`src/rtl/cache_ctrl_2way.sv`:
```
// Controller for a 2-way, 4-set, 4-word-line write-back/write-allocate data cache.
// Hits complete in the lookup cycle; misses stall through optional write-back then line fill.
module cache_ctrl_2way #(
    parameter int ADDR_W = 30,
    parameter int TAG_W  = 26,
    parameter int CNT_W  = 16
) (
    input  logic                clk,
    input  logic                rst,
    input  logic                proc_read,
    input  logic                proc_write,
    input  logic [ADDR_W-1:0]   proc_addr,
    input  logic [31:0]         proc_wdata,
    output logic                proc_stall,
    output logic [31:0]         proc_rdata,
    output logic [ADDR_W-1:0]   sram_addr,
    output logic [TAG_W+129:0]  sram_wdata,
    output logic                sram_write,
    input  logic [TAG_W+129:0]  sram_rdata,
    input  logic                sram_hit,
    output logic                mem_read,
    output logic                mem_write,
    output logic [ADDR_W-3:0]   mem_addr,
    output logic [127:0]        mem_wdata,
    input  logic [127:0]        mem_rdata,
    input  logic                mem_ready,
    output logic [CNT_W-1:0]    hit_cnt,
    output logic [CNT_W-1:0]    miss_cnt
);

    localparam int ENT_W = TAG_W + 130;

    typedef enum logic [1:0] {
        IDLE,
        WRITEBACK,
        ALLOCATE
    } state_t;

    state_t             state;
    state_t             state_nxt;
    logic [TAG_W-1:0]   victim_tag;
    logic [127:0]       victim_data;
    logic               refill;
    logic               req;
    logic               count_hit;
    logic               count_miss;
    logic               latch_victim;
    logic               fill_done;
    logic [1:0]         offset;
    logic [1:0]         index;
    logic [TAG_W-1:0]   tag;

    assign req       = proc_read | proc_write;
    assign offset    = proc_addr[1:0];
    assign index     = proc_addr[3:2];
    assign tag       = proc_addr[ADDR_W-1:4];
    assign sram_addr = proc_addr;

    always_ff @(posedge clk) begin
        if (rst) begin
            state       <= IDLE;
            victim_tag  <= '0;
            victim_data <= '0;
            refill      <= 1'b0;
            hit_cnt     <= '0;
            miss_cnt    <= '0;
        end else begin
            state  <= state_nxt;
            // The first IDLE cycle after a fill is a re-lookup, not a fresh hit.
            refill <= fill_done;
            if (latch_victim) begin
                victim_tag  <= sram_rdata[ENT_W-3:128];
                victim_data <= sram_rdata[127:0];
            end
            if (count_hit && (hit_cnt != {CNT_W{1'b1}})) begin
                hit_cnt <= hit_cnt + 1'b1;
            end
            if (count_miss && (miss_cnt != {CNT_W{1'b1}})) begin
                miss_cnt <= miss_cnt + 1'b1;
            end
        end
    end

    always_comb begin
        state_nxt    = state;
        proc_stall   = 1'b0;
        proc_rdata   = '0;
        sram_write   = 1'b0;
        sram_wdata   = sram_rdata;
        mem_read     = 1'b0;
        mem_write    = 1'b0;
        mem_addr     = '0;
        mem_wdata    = '0;
        count_hit    = 1'b0;
        count_miss   = 1'b0;
        latch_victim = 1'b0;
        fill_done    = 1'b0;

        case (state)
            IDLE: begin
                proc_rdata = sram_rdata[{offset, 5'b0} +: 32];
                if (req) begin
                    if (sram_hit) begin
                        count_hit = ~refill;
                        if (proc_write) begin
                            sram_write                      = 1'b1;
                            sram_wdata[{offset, 5'b0} +: 32] = proc_wdata;
                            sram_wdata[ENT_W-2]             = 1'b1;
                        end
                    end else begin
                        proc_stall   = 1'b1;
                        count_miss   = 1'b1;
                        latch_victim = 1'b1;
                        if (sram_rdata[ENT_W-1] && sram_rdata[ENT_W-2]) begin
                            state_nxt = WRITEBACK;
                        end else begin
                            state_nxt = ALLOCATE;
                        end
                    end
                end
            end

            WRITEBACK: begin
                proc_stall = 1'b1;
                mem_write  = 1'b1;
                mem_addr   = {victim_tag, index};
                mem_wdata  = victim_data;
                if (mem_ready) begin
                    state_nxt = ALLOCATE;
                end
            end

            ALLOCATE: begin
                proc_stall = 1'b1;
                mem_read   = 1'b1;
                mem_addr   = proc_addr[ADDR_W-1:2];
                // Lookup still misses here, so the array places the line in its LRU way.
                if (mem_ready) begin
                    sram_write = 1'b1;
                    sram_wdata = {1'b1, 1'b0, tag, mem_rdata};
                    fill_done  = 1'b1;
                    state_nxt  = IDLE;
                end
            end

            default: begin
                state_nxt = IDLE;
            end
        endcase
    end

endmodule

```
`config.mk`:
```
export PLATFORM = sky130hd
export DESIGN_NAME = cache_ctrl_2way
export DESIGN_NICKNAME = d
export VERILOG_FILES = /design/src/rtl/cache_ctrl_2way.sv
export SDC_FILE = /design/constraint.sdc
export NUM_CORES = 1
export LEC_CHECK = 0
export ABC_AREA = 1
export BUFFER_PORTS_ARGS = -buffer_cell sky130_fd_sc_hd__buf_2
export CAP_MARGIN = 20
export CORE_AREA = 10 10 289 291
export DETAILED_ROUTE_END_ITERATION = 7
export DIE_AREA = 0 0 299 301
export PLACE_DENSITY = 0.47
export SLEW_MARGIN = 20
export SYNTH_ARGS = -nofsm -noshare
export SYNTH_HDL_FRONTEND = slang
export SYNTH_SLANG_ARGS = --single-unit
```
`constraint.sdc`:
```
create_clock -name clk -period 7.4 [get_ports clk]
set_input_delay 1.48 -clock clk [delete_from_list [all_inputs] [get_ports clk]]
set_output_delay 1.48 -clock clk [all_outputs]
set_load 0.01 [all_outputs]
```
==> results.md <==
* Outcome: finished clean
* Post-Syn Nets at 2,558
* Clk_lat worst skew at 0.49 ns
* DP Area at 17,500 um^2
* Global-route wire length before repair at 157 mm
* Dominant cells by area after synthesis: dfxtp_1 29%, o21ai_0 13%, nand2_1 13%
* Synth area leader: dfxtp_1
* Worst Setup Path Type: primary input to output port
* WP data arrival at 4.24 ns
* Drt drc at 0
* I/O Buffers at 761
* Worst slew margin at 0.301
* Share of cells above drive strength 1 at 0.299
* Largest net degree at the start of global routing at 89
* Rows at 102
* Clock Pin Slew Worst Setup and Hold Paths at 0.08 ns
* Max_cap viols at 0
* Vias at 18,381
* Layout area overhead at 38.8%
* Vias in the first global route at 17,907
* Clock Tree Root: clkbuf_16
* WP data required at 5.92 ns
* R2R Path Start: state[1]$_SDFFE_PP0P_
* Die area at 90,000 um^2
* RSZ-0062 raised after global routing: no
* Detailed Route WL at 120 mm
* Die Y at 301 um
* R2R setup slack at 4.10 ns
* Register area share after synthesis at 0.290
* Post-Place Cells at 3,838
* H-tree depth at 4
* Non-Filler Instances at 3,883
* PD cells at 337 nW/um^2
* R2R cell count at 8
* Max Root-Sink Buffers at 2
* Async set-reset flop share out of synthesis at 0
* Critical Path End Type: output port
* Final ANT Viol Nets at 0
* Tot Pwr at 0.00610 W
* Total Routing Usage GR at 0.252
* Synth warn at 0
* Setup-failing EPs final at 0
* Post-layout min period at 5.72 ns
* Resized cells post-CTS at 0
* Post-synth cell types at 35
* Post-CTS setup repair buffer count at 0
* Critical Path Source Type: primary input
* Slew Viols, Final at 0
* IO Pins at 762
* Worst Tran Pin Value at 1.05 ns
* Leak at 9.68 nW
* Initial antenna violation count at 71
* Final Wtd Congestion at 0.892
* Critical path fanouts, max at 38
* Cts bufs inserted at 17
* Most frequent cells in the layout: 760 x buf_2, 443 x nand2_1, 425 x nor2_1, 341 x o21ai_0, 211 x inv_1
* Grt total ovfl at 0
* Post-synth top area share at 0.290
* Final instance area at 18,100 um^2
* Max Clk Rate at 0.175 GHz
* FF+latch count, synth at 189
* Number of synthesized flops with an enable pin at 0
* RR Endpoint: miss_cnt[5]$_SDFFE_PP0P_
* Clk sink count at 189
* DRT iter0 DRCs at 1,528
* Fillers at 9,182
* Die Width at 299 um
* Ys flop type: dfxtp_1
* Worst Setup SP: proc_addr[0]
* Synthesized area per cell at 5.95 um^2
* Nets at 3,181
* Post-CTS Hold Buffers at 0
* DP HPWL at 97.6 mm
* VDD IR max at 164 uV
* Sum Neg Setup Slack at 0 ns
* Final hold viol count at 0
* Most common cell after layout, fill and taps aside: buf_2
* HP Class: flop to flop
* Period utilisation layout at 0.773
* Worst slack, placed at 1.67 ns
* Cell area after synthesis at 13,100 um^2
* TritonRoute pass-1 iters at 6
* Vias/cell at 4.73
* Mapped Cells at 2,194
* CP endpoint: sram_wdata[90]
* CTS tree: built
* Routed length per instance at 30.8 um
* Initial Utilization at 0.169
* Setup ws final at 1.68 ns
* Core Area at 77,300 um^2
* Skew final at 0.00984 ns
Yosys cell counts, types with 5 or more instances:
library cell  number
nand3_1           47
nand2_1          443
buf_1             15
inv_1            213
nand4_1           12
nor2_1           425
dfxtp_1          189
a22oi_1          113
o31ai_1            7
xor2_1             5
buf_4             34
ha_1              12
o211ai_1          22
clkbuf_1          64
o21ai_1           12
xnor2_1            7
nand2_2           11
buf_2             63
o21ai_0          341
inv_2              6
a21oi_1          124
metrics by stage:
step	hold slack (ns)	utilization
after floorplan	0.475	-
after global placement	0.487	0.226
after detailed placement	0.496	0.226
after CTS	0.520	0.234
after global routing	0.536	0.234
final	0.518	0.234
state kept, by name, summed over array words and instances, names as in the netlist:
name,cells
miss_cnt,16
state,2
refill,1
victim_data,128
victim_tag,26
hit_cnt,16
routing by layer:
layer | share of wire | wire [um] | global-route usage
met4 | 0.028 | 3380 | 0.0768
met1 | 0.41 | 49400 | 0.304
met3 | 0.094 | 11300 | 0.0967
met2 | 0.46 | 55300 | 0.410
met5 | 0.0039 | 462 | 0
cell families (layout without fill, tap and decap cells):
group | after synthesis | after routing | share of synthesized area
AND/OR/NAND/NOR | 954 | 954 | 0.289
AO/OA/AOI/OAI | 627 | 627 | 0.269
buffers and inverters | 400 | 1035 | 0.133
flip-flops | 189 | 189 | 0.290
adder cells (fa/ha/maj) | 12 | 12 | 0.0115
XOR/XNOR | 12 | 12 | 0.00805
other | 0 | 14 | 0
how the worst min path moves through the flow:
| stage | start | endpoint | cells after the start |
|---|---|---|---|
| finish | victim_tag[7]$_SDFFE_PP0P_ | victim_tag[7]$_SDFFE_PP0P_ | 2 |
| global route | victim_data[68]$_SDFFE_PP0P_ | victim_data[68]$_SDFFE_PP0P_ | 2 |
| CTS | victim_tag[7]$_SDFFE_PP0P_ | victim_tag[7]$_SDFFE_PP0P_ | 2 |
| detailed placement | victim_tag[19]$_SDFFE_PP0P_ | victim_tag[19]$_SDFFE_PP0P_ | 2 |
| global placement | miss_cnt[15]$_SDFFE_PP0P_ | miss_cnt[15]$_SDFFE_PP0P_ | 2 |
| floorplan | victim_data[10]$_SDFFE_PP0P_ | victim_data[10]$_SDFFE_PP0P_ | 2 |
critical path, stage by stage:
cell and delay [ns]:
buf_4 0.41, clkinv_2 0.19, ha_1 0.41, inv_2 0.08, nor2_1 0.15, nand4_2 0.50, inv_1 0.59, nand3_1 0.14
nand3_1 0.09, buf_2 0.13
final cells by class:
class	instances	area (um^2)	share of cell area
antenna	14	35.0	0.00193
clock buffer	18	429	0.0237
clock inverter	13	155	0.00856
inverter	221	846	0.0467
multi-input combinational	1605	7570	0.418
sequential	189	3780	0.209
tap	1040	1300	0.0718
timing repair buffer	783	4000	0.221
power breakdown:
| part | total (W) | switching [W] | internal (W) | leakage [nW] |
|---|---|---|---|---|
| combinational | 0.00372 | 0.00268 | 0.00103 | 7.85 |
| clock | 0.00104 | 0.000530 | 0.000508 | 0.283 |
| sequential | 0.00135 | 0.000110 | 0.00123 | 1.55 |
Note: power is estimated with default switching activity, not from simulation.
